`src/rtl/sprite_line_fetcher_if.sv`:
```
// sprite_line_fetcher_if
//   Bundles the request, storage-read and line-buffer-write signals of the
//   sprite line fetcher.
//   slave  : fetcher view (takes requests and r_data, drives everything else)
//   master : environment view (scheduler, storage and line buffer side)
//   Signals:
//     start/sprite_id/sprite_x/sprite_row : request from the scheduler
//     busy/done                           : request status
//     sprite_select/r_en/r_addr/r_data    : storage read port (1-cycle latency)
//     lb_w_en/lb_w_addr/lb_w_data         : line buffer write port
//     dbg_state                           : fetcher FSM state, for observation
interface sprite_line_fetcher_if #(
   parameter int SPRITE_NUM = 16,
   parameter int SPRITE_W   = 32,
   parameter int SPRITE_H   = 32,
   parameter int LINE_W     = 640
);
   localparam int ID_W   = $clog2(SPRITE_NUM);
   localparam int ROW_W  = $clog2(SPRITE_H) + 1;
   localparam int ADDR_W = $clog2(SPRITE_W * SPRITE_H);
   localparam int LB_W   = $clog2(LINE_W);

   logic                start;
   logic [ID_W-1:0]     sprite_id;
   logic signed [10:0]  sprite_x;
   logic [ROW_W-1:0]    sprite_row;
   logic                busy;
   logic                done;
   logic [ID_W-1:0]     sprite_select;
   logic                r_en;
   logic [ADDR_W-1:0]   r_addr;
   logic [3:0]          r_data;
   logic                lb_w_en;
   logic [LB_W-1:0]     lb_w_addr;
   logic [3:0]          lb_w_data;
   logic [1:0]          dbg_state;

   modport slave (
      input  start, sprite_id, sprite_x, sprite_row, r_data,
      output busy, done, sprite_select, r_en, r_addr,
             lb_w_en, lb_w_addr, lb_w_data, dbg_state
   );

   modport master (
      output start, sprite_id, sprite_x, sprite_row, r_data,
      input  busy, done, sprite_select, r_en, r_addr,
             lb_w_en, lb_w_addr, lb_w_data, dbg_state
   );
endinterface

```
`src/rtl/sprite_line_fetcher.sv`:
```
// sprite_line_fetcher
//   Fetches one row of one sprite from sprite storage, one 4-bit pixel per
//   cycle, and writes the opaque, on-screen pixels into the scanline buffer
//   at horizontal offset sprite_x.
//   Ports:
//     clk   : system clock, rising edge
//     reset : synchronous, active-high
//     bus   : sprite_line_fetcher_if.slave (request, storage read, line
//             buffer write, FSM state for observation)
//
//   Request handshake: start is looked at only while idle; a start seen in
//   IDLE is accepted on that edge and its sprite_id/sprite_x/sprite_row are
//   latched. busy is high while the row is being read and written, done
//   pulses for exactly one cycle when the request ends. A start presented
//   while not idle (including the done cycle) is dropped, never queued.
module sprite_line_fetcher #(
   parameter int SPRITE_NUM = 16,
   parameter int SPRITE_W   = 32,
   parameter int SPRITE_H   = 32,
   parameter int LINE_W     = 640
) (
   input  logic                   clk,
   input  logic                   reset,
   sprite_line_fetcher_if.slave   bus
);
   localparam int ID_W   = $clog2(SPRITE_NUM);
   localparam int ROW_W  = $clog2(SPRITE_H) + 1;
   localparam int COL_W  = $clog2(SPRITE_W);
   localparam int ADDR_W = $clog2(SPRITE_W * SPRITE_H);
   localparam int LB_W   = $clog2(LINE_W);

   typedef enum logic [1:0] {
      IDLE  = 2'd0,
      FETCH = 2'd1,
      DRAIN = 2'd2,
      DONE  = 2'd3
   } state_t;

   state_t             state_q, state_d;
   logic [ID_W-1:0]    id_q, id_d;
   logic signed [10:0] x_q, x_d;
   logic [COL_W-1:0]   col_q, col_d;
   logic [ADDR_W-1:0]  addr_q, addr_d;
   // Read-pipeline stage aligned with r_data: valid bit and the 12-bit
   // signed screen x of the pixel arriving from storage.
   logic               pv_q, pv_d;
   logic [11:0]        px_q, px_d;
   logic               on_screen;

   always_comb begin
      state_d = state_q;
      id_d    = id_q;
      x_d     = x_q;
      col_d   = col_q;
      addr_d  = addr_q;
      pv_d    = (state_q == FETCH);
      // Sign-extend sprite_x to 12 bits so sprite_x+col never overflows.
      px_d    = {x_q[10], x_q} + {{(12-COL_W){1'b0}}, col_q};

      case (state_q)
         IDLE: begin
            if (bus.start) begin
               id_d  = bus.sprite_id;
               x_d   = bus.sprite_x;
               col_d = '0;
               if (bus.sprite_row >= ROW_W'(SPRITE_H)) begin
                  state_d = DONE;
               end else begin
                  state_d = FETCH;
                  addr_d  = ADDR_W'(bus.sprite_row) * ADDR_W'(SPRITE_W);
               end
            end
         end
         FETCH: begin
            if (col_q == COL_W'(SPRITE_W - 1)) begin
               state_d = DRAIN;
            end else begin
               // A row is contiguous in storage, so the address just steps.
               col_d  = col_q + 1'b1;
               addr_d = addr_q + 1'b1;
            end
         end
         DRAIN:   state_d = DONE;
         DONE:    state_d = IDLE;
         default: state_d = IDLE;
      endcase
   end

   always_ff @(posedge clk) begin
      if (reset) begin
         state_q <= IDLE;
         id_q    <= '0;
         x_q     <= '0;
         col_q   <= '0;
         addr_q  <= '0;
         pv_q    <= 1'b0;
         px_q    <= '0;
      end else begin
         state_q <= state_d;
         id_q    <= id_d;
         x_q     <= x_d;
         col_q   <= col_d;
         addr_q  <= addr_d;
         pv_q    <= pv_d;
         px_q    <= px_d;
      end
   end

   // Negative x has bit 11 set; no wrap-around, so anything outside
   // [0, LINE_W) is simply dropped.
   assign on_screen = !px_q[11] && (px_q < 12'(LINE_W));

   assign bus.busy          = (state_q == FETCH) || (state_q == DRAIN);
   assign bus.done          = (state_q == DONE);
   assign bus.r_en          = (state_q == FETCH);
   assign bus.r_addr        = addr_q;
   assign bus.sprite_select = id_q;
   assign bus.dbg_state     = state_q;

   // Pixel value 0 is transparent. Address/data are forced to 0 when no
   // write happens so stale r_data never shows up on the line buffer port.
   assign bus.lb_w_en   = pv_q && (bus.r_data != 4'h0) && on_screen;
   assign bus.lb_w_addr = bus.lb_w_en ? px_q[LB_W-1:0] : '0;
   assign bus.lb_w_data = bus.lb_w_en ? bus.r_data : 4'h0;
endmodule

```
`src/flat_wrapper.sv`:
```
// flat-port wrapper written by rule: the top's interface ports become plain ports
module sprite_line_fetcher_flat 
#(
   parameter int SPRITE_NUM = 16,
   parameter int SPRITE_W   = 32,
   parameter int SPRITE_H   = 32,
   parameter int LINE_W     = 640
)
  (clk, reset, bus_start, bus_sprite_id, bus_sprite_x, bus_sprite_row, bus_r_data, bus_busy, bus_done, bus_sprite_select, bus_r_en, bus_r_addr, bus_lb_w_en, bus_lb_w_addr, bus_lb_w_data, bus_dbg_state);
  sprite_line_fetcher_if #(.SPRITE_NUM(SPRITE_NUM), .SPRITE_W(SPRITE_W), .SPRITE_H(SPRITE_H), .LINE_W(LINE_W)) bus_i ();
  input  logic clk;
  input  logic reset;
  input wire logic [$bits(bus_i.start)-1:0] bus_start;
  input wire logic [$bits(bus_i.sprite_id)-1:0] bus_sprite_id;
  input wire logic [$bits(bus_i.sprite_x)-1:0] bus_sprite_x;
  input wire logic [$bits(bus_i.sprite_row)-1:0] bus_sprite_row;
  input wire logic [$bits(bus_i.r_data)-1:0] bus_r_data;
  output wire logic [$bits(bus_i.busy)-1:0] bus_busy;
  output wire logic [$bits(bus_i.done)-1:0] bus_done;
  output wire logic [$bits(bus_i.sprite_select)-1:0] bus_sprite_select;
  output wire logic [$bits(bus_i.r_en)-1:0] bus_r_en;
  output wire logic [$bits(bus_i.r_addr)-1:0] bus_r_addr;
  output wire logic [$bits(bus_i.lb_w_en)-1:0] bus_lb_w_en;
  output wire logic [$bits(bus_i.lb_w_addr)-1:0] bus_lb_w_addr;
  output wire logic [$bits(bus_i.lb_w_data)-1:0] bus_lb_w_data;
  output wire logic [$bits(bus_i.dbg_state)-1:0] bus_dbg_state;
  assign bus_i.start = bus_start;
  assign bus_i.sprite_id = bus_sprite_id;
  assign bus_i.sprite_x = bus_sprite_x;
  assign bus_i.sprite_row = bus_sprite_row;
  assign bus_i.r_data = bus_r_data;
  assign bus_busy = bus_i.busy;
  assign bus_done = bus_i.done;
  assign bus_sprite_select = bus_i.sprite_select;
  assign bus_r_en = bus_i.r_en;
  assign bus_r_addr = bus_i.r_addr;
  assign bus_lb_w_en = bus_i.lb_w_en;
  assign bus_lb_w_addr = bus_i.lb_w_addr;
  assign bus_lb_w_data = bus_i.lb_w_data;
  assign bus_dbg_state = bus_i.dbg_state;
  sprite_line_fetcher #(.SPRITE_NUM(SPRITE_NUM), .SPRITE_W(SPRITE_W), .SPRITE_H(SPRITE_H), .LINE_W(LINE_W)) u_core (.clk(clk), .reset(reset), .bus(bus_i));
endmodule
```
`config.mk`:
```
export PLATFORM = sky130hd
export DESIGN_NAME = sprite_line_fetcher_flat
export DESIGN_NICKNAME = d
export VERILOG_FILES = /design/src/rtl/sprite_line_fetcher_if.sv /design/src/rtl/sprite_line_fetcher.sv /design/src/flat_wrapper.sv
export SDC_FILE = /design/constraint.sdc
export NUM_CORES = 1
export LEC_CHECK = 0
export ABC_CLOCK_PERIOD_IN_PS = 2000
export CAP_MARGIN = 20
export CORE_ASPECT_RATIO = 1.75
export CORE_MARGIN = 3
export CORE_UTILIZATION = 40
export CTS_BUF_LIST = sky130_fd_sc_hd__clkbuf_8
export DETAILED_ROUTE_END_ITERATION = 10
export HOLD_SLACK_MARGIN = 0.1
export PLACE_DENSITY = 0.8
export SLEW_MARGIN = 25
export SYNTH_ARGS = -nofsm -noshare
export SYNTH_HDL_FRONTEND = slang
export SYNTH_SLANG_ARGS = --single-unit
export TNS_END_PERCENT = 50
```
`constraint.sdc`:
```
create_clock -name clk -period 2 [get_ports clk]
set_input_delay 0.4 -clock clk [delete_from_list [all_inputs] [get_ports clk]]
set_output_delay 0.4 -clock clk [all_outputs]
set_load 0.03 [all_outputs]
```
== Word level (Yosys, flattened, before mapping) ==
Index checks and enable logic that the tools add are counted.
Widths: inputs -> output; s select.

* Register bits: 45
* Bits in latches: 0
* RAM bits: 0
* Bits in read-only memories: 0
* Input port bits: 28
* Output and inout port bits: 34
* Logic and storage cells: 45
* Memories: 0

* Add/subtract/negate cells: 3
* Multipliers: 0
* Div/mod/pow operators: 0
* Magnitude comparators: 2
* Equality and inequality tests: 8
* Shift-type cells: 0
* Multiplexer cells: 13
* Bitwise operators: 0
* Reductions and logical operators: 12

{| class="wikitable"
|+ Operators by type and width
! cell !! count
|-
| $mux 10 || 4
|-
| $pmux 10 s2 || 1
|-
| $add 11x6->12 || 1
|-
| $lt 12x10->1 const B || 1
|-
| $add 10x1->10 const B || 1
|-
| $mux 5 || 2
|-
| $pmux 5 s2 || 1
|-
| $pmux 2 s4 || 1
|-
| $ge 6x6->1 const B || 1
|-
| $mux 2 || 3
|-
| $ne 2x2->1 const B || 3
|-
| $add 5x1->5 const B || 1
|-
| $eq 5x5->1 const B || 1
|-
| $eq 2x2->1 const B || 2
|-
| $mux 4 || 1
|-
| $reduce_and 2->1 || 2
|-
| $reduce_and 4->1 || 1
|-
| $reduce_bool 4->1 || 1
|-
| $logic_and 1x1->1 || 3
|-
| $reduce_and 3->1 || 1
|-
| $eq 2x1->1 const B || 1
|-
| $logic_not 2->1 || 1
|-
| $ne 2x1->1 const B || 1
|-
| $reduce_bool 2->1 || 1
|-
| other kinds (2) || 2
|}

== Depth between registers and ports, before layout ==
* Depth after elaboration: 4
* Gate-level depth with buffers: 8
* Gate-level depth less buffers: 7

== Worst setup path before layout ==
OpenSTA, ideal clock, no wires.

* Path kind: register to register
* Start: reg u_core.state_q[0], in the netlist u_core.bus.dbg_state[0]
* End: reg u_core.addr_q[3], in the netlist u_core.bus.r_addr[3]
* Setup time: 0.070 ns
* Data arrival time: 1.999 ns
* Data required time: 1.930 ns
* Setup slack: -0.070 ns
* Stages on the path, launching flop included: 7
* Path buffers: 1
* Clock period less this slack: 2.070 ns
* Path through: dfxtp_1 ha_1 nand2b_1 buf_6 a22o_4 or3_1 a21oi_1

* Word-level cells in the longest chain between the ends: 3
* Elaborated cells between the ends (all ways): 8
* Those cells by class: 4 x eq/ne; 1 x mux; 3 x reduce/logical

{| class="wikitable"
|+ Ends and longest elaborated chain
! what !! RTL line !! source
|-
| from (decl) || sprite_line_fetcher.sv:39 || <nowiki>state_t state_q, state_d;</nowiki>
|-
| from (signal assigned) || sprite_line_fetcher.sv:99 || <nowiki>state_q <= state_d;</nowiki>
|-
| $eq 2x1->1 (*) || - ||
|-
| via bus_r_en || flat_wrapper.sv:21 || <nowiki>output wire logic [$bits(bus_i.r_en)-1:0] bus_r_en;</nowiki>
|-
| $ne 2x2->1 (no line) / $reduce_bool 2->1 (equally long branches) || - ||
|-
| $reduce_and 4->1 (no line) || - ||
|-
| to (signal assigned) || sprite_line_fetcher.sv:103 || <nowiki>addr_q <= addr_d;</nowiki>
|-
| to (decl) || sprite_line_fetcher.sv:43 || <nowiki>logic [ADDR_W-1:0] addr_q, addr_d;</nowiki>
|}

The timed path passes the listed nets; every way through them passes the cells marked *.
A chain may end at the register's enable or synchronous reset.

== Worst setup path in the final report ==
* Start: reg u_core.px_q[7]
* End: out bus_lb_w_addr[0]

* Word-level cells in the longest chain between the ends: 4

{| class="wikitable"
|+ Ends and longest elaborated chain
! what !! RTL line !! source
|-
| from (decl) || sprite_line_fetcher.sv:47 || <nowiki>logic [11:0] px_q, px_d;</nowiki>
|-
| from (signal assigned) || sprite_line_fetcher.sv:105 || <nowiki>px_q <= px_d;</nowiki>
|-
| $lt 12x10->1 || sprite_line_fetcher.sv:111 || <nowiki>assign on_screen = !px_q[11] && (px_q < 12'(LINE_W));</nowiki>
|-
| $logic_and 1x1->1 || sprite_line_fetcher.sv:111 ||
|-
| $logic_and 1x1->1 || sprite_line_fetcher.sv:122 || <nowiki>assign bus.lb_w_en = pv_q && (bus.r_data != 4'h0) && on_screen;</nowiki>
|-
| $mux 10 || sprite_line_fetcher.sv:123 || <nowiki>assign bus.lb_w_addr = bus.lb_w_en ? px_q[LB_W-1:0] : '0;</nowiki>
|-
| to (decl) || flat_wrapper.sv:24 || <nowiki>output wire logic [$bits(bus_i.lb_w_addr)-1:0] bus_lb_w_addr;</nowiki>
|}

No other way between the ends.

==> run summary <==
The total chip power is 3.56 mW. Compared with the post-synthesis result, the final layout area differs by 40.6%. The total iterations of the first detailed-routing run came out at 4. Counting the buffers created by CTS gives 5. The run finished with clean final reports. The total setup violations reported at the end of the flow came out at 0. The time the final worst path needs with I/O delays and setup came out at 1.98 ns.

The worst-case headroom to the max-slew limit is 72.7%. The worst hold path begins at u_core.bus.sprite_select[0]. The final max-slew violation count was 0.

Setup repair after global routing could not meet its margin everywhere. The leakage dissipation is 1.31 nW. The worst setup path is of the reg -> out kind. Entering global routing, the biggest net connects 43 pins.

The most used flip-flop cell after synthesis is sky130_fd_sc_hd__dfxtp_1. The library cell used most frequently in the layout, excluding fill and tap cells, is sky130_fd_sc_hd__dfxtp_1. STA classifies the critical path endpoint as a primary output.

The worst-case register-to-register setup slack came out at 0.13 ns. The number of primary I/O pins is 62. The required arrival time at the worst endpoint came out at 1.60 ns. Timing would allow up to 506 MHz.

The part of the cycle the worst path needs came out at 98.9%. The average instance area after synthesis came out at 8.31 um2. The data arrival time at the worst-slack endpoint is 1.58 ns. Across all hold checks on the routed design, the worst slack comes to 0.463 ns. Global routing used 17.2% of the available tracks across all layers. Counting flops and latches in the post-synthesis netlist gives 45.

For this run, the post-layout net count is 396. STA classifies the critical path startpoint as a flop. The count of nets left with antenna violations once routing finished came out at 0.

The overall routed net length came out at 5750 um. The die covers 6760 um2. The min-delay analysis places its worst path in the category reg -> reg. The synthesized net count came out at 320.

The utilization of the core after routing came out at 58.2%. The level count of the clock H-tree came out at 2. The number of synthesized flops with an enable pin came out at 0. The top cell types in the final layout, fill and taps aside, are sky130_fd_sc_hd__dfxtp_1, sky130_fd_sc_hd__nand2_1, sky130_fd_sc_hd__clkdlybuf4s50_1, sky130_fd_sc_hd__a21oi_1, sky130_fd_sc_hd__buf_4. The placer congestion estimate is 0.861. The effective utilization at floorplan is 41.4%. The summed instance area of the synthesized netlist is 2310 um2. The worst hold path terminates at u_core.bus.sprite_select[0].

In the routed layout, each cell is associated on average with a via count of 5.16. The final non-filler cell total is 431. The number of warnings issued by yosys is 0. The routed length per placed instance is 13.3 um. The CTS tree is done. The async set-reset flop share out of synthesis came out at 0%. The post-placement cell count came out at 421. The sum of negative setup slack is 0 ns.

The transition time of the tightest slew-check pin came out at 0.406 ns. The master cell of the clock root buffer is sky130_fd_sc_hd__clkbuf_8. The TritonCTS sink count came out at 45. The number of cells on the worst reg-to-reg path came out at 7.

The clock transition at the registers of the reported paths came out at 0.09 ns. The core region is 5590 um2. The maximum buffer depth of the clock tree came out at 2.

Sequential elements use 39.0% of the synthesized area. For the final database, setup skew stands at 0.00549 ns. The capture point of the worst reg-to-reg path is u_core.bus.r_addr[3].

The startpoint of the worst register-to-register path is u_core.col_q[1]. The largest vdd supply drop came out at 0.000734 V. Max-cap violations in this run came to 0. The number of hold violations in the final report came out at 0. The count of distinct cell types in the synthesized netlist came out at 51. The antenna diode instance count came out at 0.

The number of antenna violations at the first check in global routing is 0. The routed layout has 2,224 vias. The number of global-route vias before repair is 2,094. In this run the horizontal extent of the chip is 63.5 um.

The power density over the cells is 1100 nW/um2. The number of standard-cell rows in the floorplan is 36. The die outline height is 107 um. For this run, design rule violations remaining after detail routing come to 0.

The number of buffers added on ports is 61. The wire length of the first global-routing pass is 9310 um. Along the worst hold path, the cell count comes to 2. The worst-skew pair later-pin latency came out at 0.30 ns. The sum of net half-perimeters after detailed placement came out at 4230 um.

The share of post-route cells with drive strength above 1 came out at 17.7%. The critical-path maximum fanout came out at 5. In the synthesized netlist, the number of instances is 278. The detailed router's first-iteration violation count is 38. The total grt overflow is 0.
[flip-flops by register name (all words and copies together) (netlist names)]
name	cells
u_core.bus.sprite_select	4
u_core.bus.r_addr	10
u_core.pv_q	1
u_core.px_q	12
u_core.x_q	11
u_core.bus.dbg_state	2
u_core.col_q	5
[critical path, cell delays in order (launching register included)]
cell and delay (ns):
sky130_fd_sc_hd__dfxtp_2 0.33, sky130_fd_sc_hd__o21ai_2 0.13, sky130_fd_sc_hd__and3_4 0.21, sky130_fd_sc_hd__o41a_1 0.23, sky130_fd_sc_hd__buf_4 0.14, sky130_fd_sc_hd__and2_4 0.12
sky130_fd_sc_hd__buf_6 0.12
[synthesized netlist by cell type, types with 3 or more instances]
library cell | n | share of area, %
sky130_fd_sc_hd__a211oi_1 | 10 | 3.2
sky130_fd_sc_hd__a21o_1 | 3 | 0.97
sky130_fd_sc_hd__a21oi_1 | 29 | 6.3
sky130_fd_sc_hd__and2_1 | 16 | 4.3
sky130_fd_sc_hd__clkbuf_1 | 7 | 1.1
sky130_fd_sc_hd__dfxtp_1 | 45 | 39
sky130_fd_sc_hd__ha_1 | 13 | 7.0
sky130_fd_sc_hd__inv_1 | 10 | 1.6
sky130_fd_sc_hd__nand2_1 | 41 | 6.7
sky130_fd_sc_hd__nand3_1 | 8 | 1.7
sky130_fd_sc_hd__nand4_1 | 7 | 1.9
sky130_fd_sc_hd__nor2_1 | 19 | 3.1
sky130_fd_sc_hd__nor2b_1 | 5 | 1.4
sky130_fd_sc_hd__nor3_1 | 4 | 0.87
sky130_fd_sc_hd__o21ai_0 | 6 | 1.3
sky130_fd_sc_hd__o21ai_1 | 5 | 1.1
sky130_fd_sc_hd__or3_1 | 6 | 1.6
sky130_fd_sc_hd__xnor2_1 | 3 | 1.1
[what timing repair did]
action                     4_1_cts  5_1_grt
cloned                           1        0
setup endpoints to repair       14       19
pin swaps                        3        4
resized for setup               67       24
setup buffers                    1        0
hold buffers                     0        0
[metal layers]
metal	track usage, %	share of wire [%]
met2	33.7	56
met1	17.5	39
met4	6.34	1.0
met3	2.75	3.8
met5	0	0
[area by class of cell]
| type | count | area, um2 |
|---|---|---|
| Clock buffer | 6 | 82.6 |
| Inverter | 11 | 41.3 |
| Sequential cell | 45 | 905 |
| Multi-Input combinational cell | 211 | 1360 |
| Fill cell | 543 | 2340 |
| Tap cell | 76 | 95.1 |
| Clock inverter | 2 | 37.5 |
| Timing Repair Buffer | 80 | 724 |
[per-stage QoR]
stage               area [um2]  setup WS, ns
floorplan                 2310        0.0184
global placement          3100        -0.532
detailed placement        3100        -0.600
CTS                       3210       -0.0250
global route              3250       -0.0725
finish                    3250        0.0224
[cells by family (layout without fill, tap and decap cells)]
kind of cell / Yosys count / count (layout) / synth area share, %
adders and majority gates: 14 / 14 / 7.90
AOI/OAI and AO/OA: 73 / 74 / 21.0
and+or+nand+nor: 116 / 116 / 24.9
muxes: 4 / 4 / 1.89
xor gates and xnor gates: 3 / 3 / 1.14
buffers and inverters: 23 / 99 / 4.28
DFF: 45 / 45 / 39.0
[power breakdown]
group | total [mW] | internal, mW | switching [mW]
clock network | 0.711 | 0.406 | 0.305
logic | 1.65 | 0.715 | 0.933
registers | 1.20 | 1.06 | 0.138
[how the worst max path moves through the flow]
stage                     slack, ns             from  cells past startpoint                   end
final                          0.02   u_core.px_q[7]                      6      bus_lb_w_addr[0]
after global routing          -0.07   u_core.px_q[7]                      6      bus_lb_w_addr[0]
after CTS                     -0.03    bus_r_data[1]                      5      bus_lb_w_addr[0]
after detailed placement      -0.60    bus_r_data[1]                      4      bus_lb_w_addr[8]
after global placement        -0.53    bus_r_data[1]                      4      bus_lb_w_addr[4]
after floorplan                0.02  u_core.col_q[1]                      8  u_core.bus.r_addr[3]
No activity file was read; power rests on OpenSTA's default activity.
